==> config.mk <==
export PLATFORM = sky130hd
export DESIGN_NAME = rvv_backend_decode_ctrl
export DESIGN_NICKNAME = d
export VERILOG_FILES = /design/src/rtl/rvv_backend_decode_ctrl.sv
export SDC_FILE = /design/constraint.sdc
export NUM_CORES = 1
export LEC_CHECK = 0
export ABC_AREA = 1
export CAP_MARGIN = 5
export CORE_UTILIZATION = 39
export CTS_CLUSTER_DIAMETER = 60
export DETAILED_ROUTE_END_ITERATION = 16
export PLACE_DENSITY = 0.79
export SLEW_MARGIN = 10
export SYNTH_ARGS = -nofsm -noshare
export SYNTH_HDL_FRONTEND = slang
export SYNTH_SLANG_ARGS = --single-unit
export TNS_END_PERCENT = 10
==> constraint.sdc <==
create_clock -name clk -period 3.95 [get_ports clk]
set_input_delay 0.79 -clock clk [delete_from_list [all_inputs] [get_ports clk]]
set_output_delay 0.79 -clock clk [all_outputs]
set_load 0.005 [all_outputs]
==> src/rtl/rvv_backend_decode_ctrl.sv <==
// rtl/rvv_backend_decode_ctrl.sv - decode-stage sequencing controller between command queue, decoder and Uops Queue
//
// Purpose: holds the uop progress of the command-queue head instruction,
// grants per-slot pushes into the Uops Queue and pops the command queue
// once the last uop has been pushed (or a malformed stream overflows).
//
// Ports:
//   clk, rst_n          clock, asynchronous active-low reset
//   inst_valid_cq2de    command queue head valid
//   uop_valid_de2uq     per-slot decoded uop valid (contiguous prefix)
//   uop_last_de2uq      per-slot last-uop-of-instruction flag
//   uq_free_cnt         free entries in the Uops Queue
//   trap_flush_rvv      flush, abandon the current instruction
//   uop_index_remain    registered index of the next uop to decode
//   push_de2uq          per-slot push enable (combinational)
//   pop_de2cq           pop command queue head (combinational)
//   decode_err          registered one-cycle pulse on overflow discard
//   decode_stall_cnt    saturating stall counter, only with RVV_DECODE_STALL_CNT_EN
//
// Optional feature macro: RVV_DECODE_STALL_CNT_EN

module rvv_backend_decode_ctrl #(
  parameter int NUM_DE_UOP      = 4,
  parameter int UOP_INDEX_WIDTH = 3,
  parameter int UQ_FREE_WIDTH   = 4
) (
  input  logic                       clk,
  input  logic                       rst_n,
  input  logic                       inst_valid_cq2de,
  input  logic [NUM_DE_UOP-1:0]      uop_valid_de2uq,
  input  logic [NUM_DE_UOP-1:0]      uop_last_de2uq,
  input  logic [UQ_FREE_WIDTH-1:0]   uq_free_cnt,
  input  logic                       trap_flush_rvv,
  output logic [UOP_INDEX_WIDTH-1:0] uop_index_remain,
  output logic [NUM_DE_UOP-1:0]      push_de2uq,
  output logic                       pop_de2cq,
  output logic                       decode_err
`ifdef RVV_DECODE_STALL_CNT_EN
  ,
  output logic [31:0]                decode_stall_cnt
`endif
);

  localparam logic [UOP_INDEX_WIDTH:0] MAX_INDEX = {1'b0, {UOP_INDEX_WIDTH{1'b1}}};

  logic                       active;
  logic                       blocked;
  logic [NUM_DE_UOP-1:0]      grant;
  logic [UOP_INDEX_WIDTH:0]   n;
  logic [UOP_INDEX_WIDTH:0]   sum;
  logic                       last_pushed;
  logic                       overflow;
  logic [UOP_INDEX_WIDTH-1:0] remain_next;
  logic                       err_next;

  assign active = inst_valid_cq2de & ~trap_flush_rvv;

  // Grant is a prefix: a slot pushes only if it is valid, fits in the free
  // space and no earlier slot already carried the last uop. Comparing against
  // the raw free count makes any count >= NUM_DE_UOP behave as NUM_DE_UOP.
  always_comb begin
    grant   = '0;
    blocked = 1'b0;
    n       = '0;
    for (int i = 0; i < NUM_DE_UOP; i++) begin
      grant[i] = active & uop_valid_de2uq[i] & ~blocked &
                 (i < 32'(uq_free_cnt));
      blocked  = blocked | uop_last_de2uq[i];
      n        = n + (UOP_INDEX_WIDTH+1)'(grant[i]);
    end
  end

  assign push_de2uq  = grant;
  assign last_pushed = |(grant & uop_last_de2uq);
  assign sum         = {1'b0, uop_index_remain} + n;
  // An instruction that runs past the index space without a last flag is
  // malformed; it is popped and dropped rather than trapped.
  assign overflow    = (sum > MAX_INDEX) & ~last_pushed;
  assign pop_de2cq   = active & (last_pushed | overflow);

  always_comb begin
    remain_next = uop_index_remain;
    err_next    = 1'b0;
    if (trap_flush_rvv) begin
      remain_next = '0;
    end else if (last_pushed) begin
      remain_next = '0;
    end else if (overflow) begin
      remain_next = '0;
      err_next    = 1'b1;
    end else if (n != '0) begin
      remain_next = sum[UOP_INDEX_WIDTH-1:0];
    end
  end

  always_ff @(posedge clk or negedge rst_n) begin
    if (!rst_n) begin
      uop_index_remain <= '0;
      decode_err       <= 1'b0;
    end else begin
      uop_index_remain <= remain_next;
      decode_err       <= err_next;
    end
  end

`ifdef RVV_DECODE_STALL_CNT_EN
  // Counts cycles where a live instruction made no progress; flush does not clear it.
  always_ff @(posedge clk or negedge rst_n) begin
    if (!rst_n) begin
      decode_stall_cnt <= '0;
    end else if (active && (n == '0) && (decode_stall_cnt != 32'hFFFF_FFFF)) begin
      decode_stall_cnt <= decode_stall_cnt + 32'd1;
    end
  end
`endif

`ifndef SYNTHESIS
  logic [NUM_DE_UOP:0] valid_plus1;
  assign valid_plus1 = {1'b0, uop_valid_de2uq} + {{NUM_DE_UOP{1'b0}}, 1'b1};

  a_valid_prefix: assert property (@(posedge clk) disable iff (!rst_n)
    inst_valid_cq2de |-> ((valid_plus1[NUM_DE_UOP-1:0] & uop_valid_de2uq) == '0));

  a_last_has_valid: assert property (@(posedge clk) disable iff (!rst_n)
    inst_valid_cq2de |-> ((uop_last_de2uq & ~uop_valid_de2uq) == '0));

  a_push_fits: assert property (@(posedge clk) disable iff (!rst_n)
    32'(n) <= 32'(uq_free_cnt));
`endif

endmodule

==> impl_metrics.json, run 1 <==
{
  "status": "aborted with a tool error",
  "stop_stage": "clock tree synthesis",
  "stop_error": "[ERROR DPL-0038] Utilization greater than 100%, impossible to legalize",
  "synth_edf_count": 0,
  "io_pins": 25,
  "die_w_um": 38.6,
  "h-tree-depth": 1,
  "io_buffers": 24,
  "cts-buffers-inserted": 3,
  "synth_most_common_cell": "inv_1",
  "cts.root.buffer_cell": "clkbuf_4",
  "syn_area_sq_um": 523,
  "ys_top_cells_by_count": "inv_1 (16), nand2_1 (11), nor2_1 (11), o21ai_0 (6), ha_1 (5)",
  "synth_top_flop_cell": "dfrtp_1",
  "ys_ff_latch": 4,
  "synth_area_leaders": "dfrtp_1 (19%), ha_1 (12%), inv_1 (11%), nand2_1 (7.9%), nor2_1 (7.9%)",
  "clock_sinks": 4,
  "dpl_worst_slack_ns": -0.741,
  "gp_routability_congestion": 0.848,
  "synthesis.nets": 99,
  "postCtsResizedCells": 29,
  "yosys.area.top_type": "dfrtp_1",
  "yosysSeqAreaShare_pct": 19.1,
  "dpl.hpwl_um": 1270,
  "clk_path_buf_depth": 2,
  "async_flop_share_pct": 100,
  "initial_core_util_pct": 44.7,
  "yosysWarningCount": 0,
  "post-cts-setup-buffers": 28,
  "yosysUniqueCellTypes": 18,
  "syn_area_per_cell_sq_um": 6.88,
  "die_h_um": 38.6,
  "ctsHoldBuffers": 0,
  "synth_cells": 76,
  "synth_top_area_share_pct": 19.1,
  "row_count": 12
}
cells by family after synthesis:
group | synth area share (%)
flops | 19.1
simple gates | 40.4
fa+ha+maj | 19.6
compound gates | 8.61
buf+inv | 12.2
through the flow:
stage               TNS (ns)  util, %  std cells  area [sq um]
floorplan                  0        -         76           523
global placement      -0.685     78.8        133           923
detailed placement    -0.741     78.8        133           923
==> run 2: changes to the inputs <==
Settings changed: CORE_AREA from default to 2 2 63 65, CORE_UTILIZATION 39 to default, CTS_CLUSTER_DIAMETER 60 to default, DIE_AREA from default to 0 0 65 67, PLACE_DENSITY 0.79 to default, PLACE_DENSITY_LB_ADDON from default to 0.15.
==> impl_metrics.json, run 2 <==
{
  "total_power_mw": 0.230,
  "synth_top_flop_cell": "dfrtp_1",
  "grt_antenna_before_repair": 0,
  "r2r_cells": 8,
  "synth_cells": 76,
  "fp.coreArea_sq_mm": 0.00361,
  "vias_per_cell": 3.76,
  "crit_path_max_incr_delay_ns": 0.26,
  "largest_reg_flops": 3,
  "clk_pin_slew_worst_paths_ns": 0.03,
  "ys_top_cells_by_count": "inv_1 (16), nand2_1 (11), nor2_1 (11), o21ai_0 (6), ha_1 (5)",
  "synth_edf_count": 0,
  "syn_area_per_cell_sq_um": 6.88,
  "yosys.area.top_type": "dfrtp_1",
  "setup_viol": 0,
  "routedWlPerCell_um": 9.54,
  "finalClockSkew_ns": 0.00198,
  "clock_sinks": 4,
  "clk_path_buf_depth": 2,
  "dpl.hpwl_um": 1270,
  "period_share_pct": 97.3,
  "status": "finished clean",
  "grt_pass1_vias": 728,
  "die_w_um": 65,
  "grt_max_degree": 7,
  "ir_drop_v": 0.0000588,
  "die_h_um": 67,
  "cts-buffers-inserted": 3,
  "io_buffers": 24,
  "synth_top_area_share_pct": 19.1,
  "setup_tns_ns": 0,
  "tightest_slew_ns": 0.200,
  "multi_input_area_sq_um": 449,
  "whs_path_depth": 2,
  "cts_tree": "built",
  "final-hold-violation-count": 0,
  "synth_most_common_cell": "inv_1",
  "seqCellArea_sq_um": 100,
  "grt_pass1_wl_um": 3060,
  "path_max_fanout": 4,
  "area_growth_syn_to_layout_pct": 131,
  "cts.root.buffer_cell": "clkbuf_8",
  "h-tree-depth": 1,
  "drt-initial-drc-count": 22,
  "ys_ff_latch": 4,
  "synthesis.nets": 99,
  "top_register": "uop_index_remain",
  "ant_nets": 0,
  "cp-end-kind": "primary output",
  "io_pins": 25,
  "grt_overflow_total": 0,
  "routed_wl_um": 1790,
  "yosysWarningCount": 0,
  "final_common_cell": "buf_4",
  "p_leak_nw": 0.609,
  "fillers": 391,
  "row_count": 22,
  "final_util_pct": 33.4,
  "firstDrtPassIters": 4,
  "top_regs": "uop_index_remain: 3 flops, decode_err: 1 flops",
  "fmax_ghz": 0.260,
  "yosysUniqueCellTypes": 18,
  "drc": 0,
  "vias": 706,
  "final_cell_mix": "buf_4 (37), inv_1 (15), clkdlybuf4s50_1 (11), dlygate4sd2_1 (9), nand2_2 (8)",
  "grt.total_usage_pct": 9.24,
  "dpl_worst_slack_ns": -0.811,
  "worst_slew_margin_rel_pct": 86.6,
  "crit_top_cell": "buf_4",
  "crit_required_ns": 3.16,
  "gp_routability_congestion": 0.797,
  "cp.arrival_ns": 3.05,
  "hold_class": "reg2reg",
  "drive_gt1_share_pct": 52.1,
  "async_flop_share_pct": 100,
  "initial_core_util_pct": 14.5,
  "synth_area_leaders": "dfrtp_1 (19%), ha_1 (12%), inv_1 (11%), nand2_1 (7.9%), nor2_1 (7.9%)",
  "ctsHoldBuffers": 0,
  "cap_violations": 0,
  "antenna_cells": 0,
  "final_period_minus_worst_setup_slack_ns": 3.84,
  "final_max_slew_viol_count": 0,
  "dieArea_sq_mm": 0.00436,
  "start_kind": "primary input",
  "powerDensity_mw_per_mm2": 190,
  "nets": 165,
  "yosysSeqAreaShare_pct": 19.1,
  "cp_cell_sequence": "dlygate4sd2_1 -> nor2_4 -> nand2_2 -> buf_4 -> buf_4 -> buf_4 -> buf_4 -> buf_4 -> buf_4 -> buf_4 -> buf_4 -> buf_4 -> buf_4 -> buf_4 -> nand3_2 -> nand2_2 -> nor2_4 -> a21oi_2 -> buf_2",
  "crit_slowest_cell": "dlygate4sd2_1",
  "criticalPathCategory": "in2out",
  "timing.final.ws_setup_ns": 0.107,
  "syn_area_sq_um": 523,
  "insertion_delay_ns": 0.21
}
run 2: path summary, 6_finish.rpt:
check	startpoint	endpoint	slack, ns
worst max-delay path	uq_free_cnt[2]	pop_de2cq	0.11
worst min-delay path	uop_index_remain[2]	uop_index_remain[2]	0.60
worst max register to register	uop_index_remain[0]	uop_index_remain[2]	2.40
worst min register to register	uop_index_remain[2]	uop_index_remain[2]	0.60
max in group asynchronous	rst_n	decode_err	3.01
min in group asynchronous	rst_n	uop_index_remain[0]	0.78
run 2: cell families (layout without fill, tap and decap cells):
kind of cell	Yosys count	after routing	synth area share, %
compound gates	9	9	8.61
fa+ha+maj	7	7	19.6
buf+inv	17	81	12.2
flops	4	4	19.1
simple gates	39	39	40.4
run 2: worst max-delay path, delay by kind of cell:
| kind | cells | cell delay (ns) |
|---|---|---|
| buffers and inverters | 13 | 1.71 |
| AND/OR/NAND/NOR | 5 | 0.50 |
| AO/OA/AOI/OAI | 1 | 0.06 |
run 2: layer usage:
metal  share of wire [%]  track usage (%)  vias up
li1                    -                -      364
met2                  57             17.4       15
met3                 3.3             2.20        0
met5                   0                0        -
met4                   0             2.39        0
met1                  40             10.3      327
run 2: per-stage QoR:
step,hold WS (ns),cells,area [sq um]
after floorplan,0.494,76,523
after global placement,0.599,165,951
after detailed placement,0.603,165,951
after CTS,0.609,186,1170
after global routing,0.669,188,1210
final,0.596,188,1210
run 2: timing repair:
item / 4_1_cts / 5_1_grt
setup buffers: 18 / 2
resized for setup: 33 / 10
pin swaps: 16 / 8
setup endpoints to repair: 1 / 1
cloned: 0 / 0
run 2: area by class of cell:
cell class / count / share of cell area, %
clock buffer: 3 / 3.42
inverter: 17 / 5.29
multi-input combinational: 55 / 37.2
sequential: 4 / 8.30
tap: 48 / 4.98
timing repair buffer: 61 / 40.8
run 2: power by group:
part           internal (mW)  switching (mW)  total, mW  leakage, nW
Clock                 0.0648          0.0192     0.0840       0.0216
Sequential            0.0472         0.00651     0.0537       0.0514
Combinational         0.0529          0.0392     0.0921        0.536
Total                  0.165          0.0649      0.230        0.609
Note: power is estimated with default switching activity, not from simulation.
==> run 3: changes to the inputs <==
Settings changed: GPL_TIMING_DRIVEN from default to 0.
==> impl_metrics.json, run 3 (synthesis gave the netlist of run 2 again) <==
{
  "h-tree-depth": 1,
  "critPathTopFamily": "buffers and inverters",
  "dr.max_layer_used": "met4",
  "finalClockSkew_ns": 0.00141,
  "route.met3.wl_um": 54,
  "final_common_cell": "buf_4",
  "cts-buffers-inserted": 3,
  "vias": 689,
  "io_pins": 25,
  "cp.arrival_ns": 3.06,
  "top_register": "uop_index_remain",
  "final_max_slew_viol_count": 0,
  "crit_path_max_incr_delay_ns": 0.26,
  "dpl.hpwl_um": 1200,
  "grt.total_usage_pct": 9.28,
  "gp_routability_congestion": 0.764,
  "ant_nets": 0,
  "nets": 159,
  "fillers": 397,
  "row_count": 22,
  "drive_gt1_share_pct": 52.2,
  "die_h_um": 67,
  "powerDensity_mw_per_mm2": 194,
  "ir_drop_v": 0.0000995,
  "seqCellArea_sq_um": 100,
  "clk_path_buf_depth": 2,
  "insertion_delay_ns": 0.21,
  "firstDrtPassIters": 3,
  "whs_path_depth": 2,
  "p_leak_nw": 0.582,
  "ctsHoldBuffers": 0,
  "largest_reg_flops": 3,
  "initial_core_util_pct": 14.5,
  "grt_pass1_vias": 792,
  "top_regs": "uop_index_remain: 3 flops, decode_err: 1 flops",
  "crit_slowest_cell": "dlygate4sd2_1",
  "crit_top_cell": "buf_4",
  "grt_antenna_before_repair": 0,
  "wl_met2_um": 1000,
  "cts_tree": "built",
  "grt_overflow_total": 0,
  "setup_viol": 0,
  "setup_tns_ns": 0,
  "routed_wl_um": 1810,
  "dieArea_sq_mm": 0.00436,
  "final_period_minus_worst_setup_slack_ns": 3.85,
  "r2r_cells": 8,
  "grt_max_degree": 7,
  "io_buffers": 24,
  "cp-end-kind": "primary output",
  "wl_met1_um": 722,
  "grt_pass1_wl_um": 3060,
  "period_share_pct": 97.4,
  "fmax_ghz": 0.260,
  "routedWlPerCell_um": 9.95,
  "criticalPathCategory": "in2out",
  "cp_num_buf_inv": 13,
  "fp.coreArea_sq_mm": 0.00361,
  "final-hold-violation-count": 0,
  "rsz0062_at_grt": "false",
  "tightest_slew_ns": 0.199,
  "path_max_fanout": 4,
  "dpl_worst_slack_ns": -0.903,
  "start_kind": "primary input",
  "timing.final.ws_setup_ns": 0.101,
  "vias_per_cell": 3.79,
  "status": "finished clean",
  "cts.root.buffer_cell": "clkbuf_8",
  "drt-initial-drc-count": 16,
  "hold_class": "reg2reg",
  "antenna_cells": 0,
  "drc": 0,
  "clock_sinks": 4,
  "worst_slew_margin_rel_pct": 86.7,
  "clk_pin_slew_worst_paths_ns": 0.03,
  "cp_cell_sequence": "dlygate4sd2_1 -> nor2_4 -> nand2_2 -> buf_4 -> buf_4 -> buf_4 -> buf_4 -> buf_4 -> buf_4 -> buf_4 -> buf_4 -> buf_4 -> buf_4 -> buf_4 -> nand3_2 -> nand2_2 -> nor2_4 -> a21oi_2 -> buf_2",
  "area_growth_syn_to_layout_pct": 125,
  "total_power_mw": 0.228,
  "final_cell_mix": "buf_4 (31), inv_1 (14), clkdlybuf4s50_1 (11), nand2_2 (9), dlygate4sd2_1 (8)",
  "cp_num_cells": 19,
  "die_w_um": 65,
  "multi_input_area_sq_um": 464,
  "crit_required_ns": 3.16,
  "cap_violations": 0
}
==> run 3: path summary, 6_finish.rpt <==
check                                          from                   to  slack, ns
worst max-delay path                 uq_free_cnt[2]            pop_de2cq       0.10
worst min-delay path            uop_index_remain[2]  uop_index_remain[2]       0.60
worst max register to register  uop_index_remain[0]  uop_index_remain[2]       2.37
worst min register to register  uop_index_remain[2]  uop_index_remain[2]       0.60
max in group asynchronous                     rst_n           decode_err       3.01
min in group asynchronous                     rst_n  uop_index_remain[0]       0.78
==> run 3: through the flow <==
| step | std cells | hold slack [ns] | utilization, % | instance area, sq um |
|---|---|---|---|---|
| final | 182 | 0.603 | 32.7 | 1180 |
| after global routing | 182 | 0.648 | 32.7 | 1180 |
| after CTS | 176 | 0.617 | 30.8 | 1110 |
| after detailed placement | 148 | 0.608 | 22.8 | 823 |
| after global placement | 148 | 0.612 | 22.8 | 823 |
| after floorplan | 76 | 0.494 | - | 523 |
==> run 3: layout make-up <==
cell class                 count  area share [%]
tap                           48            5.10
clock buffer                   3            3.50
timing repair buffer          55            38.1
multi-input combinational     55            39.4
sequential                     4            8.49
inverter                      17            5.41
==> run 3: timing repair <==
action	in CTS	in global routing
setup buffers	25	6
pin swaps	15	13
resized for setup	40	10
endpoints found under the setup margin	1	1
==> run 3: worst register-to-register path: stages (launching register included) <==
cell     delay [ns]
dfrtp_1        0.36
ha_1           0.23
inv_1          0.07
fa_1           0.38
a21oi_1        0.14
o21ai_0        0.09
nand2_1        0.05
o21ai_0        0.08
nor2_1         0.10
==> run 3: power breakdown <==
part	internal (mW)	switching, mW	leakage, nW
Clock	0.0647	0.0180	0.0216
Combinational	0.0515	0.0407	0.509
Sequential	0.0472	0.00632	0.0514
==> run 3: metal layers <==
metal  vias to the layer above  track usage (%)
li1                        351                -
met1                       318             8.11
met2                        16             18.6
met3                         4             3.04
met4                         0             4.79
met5                         -                0
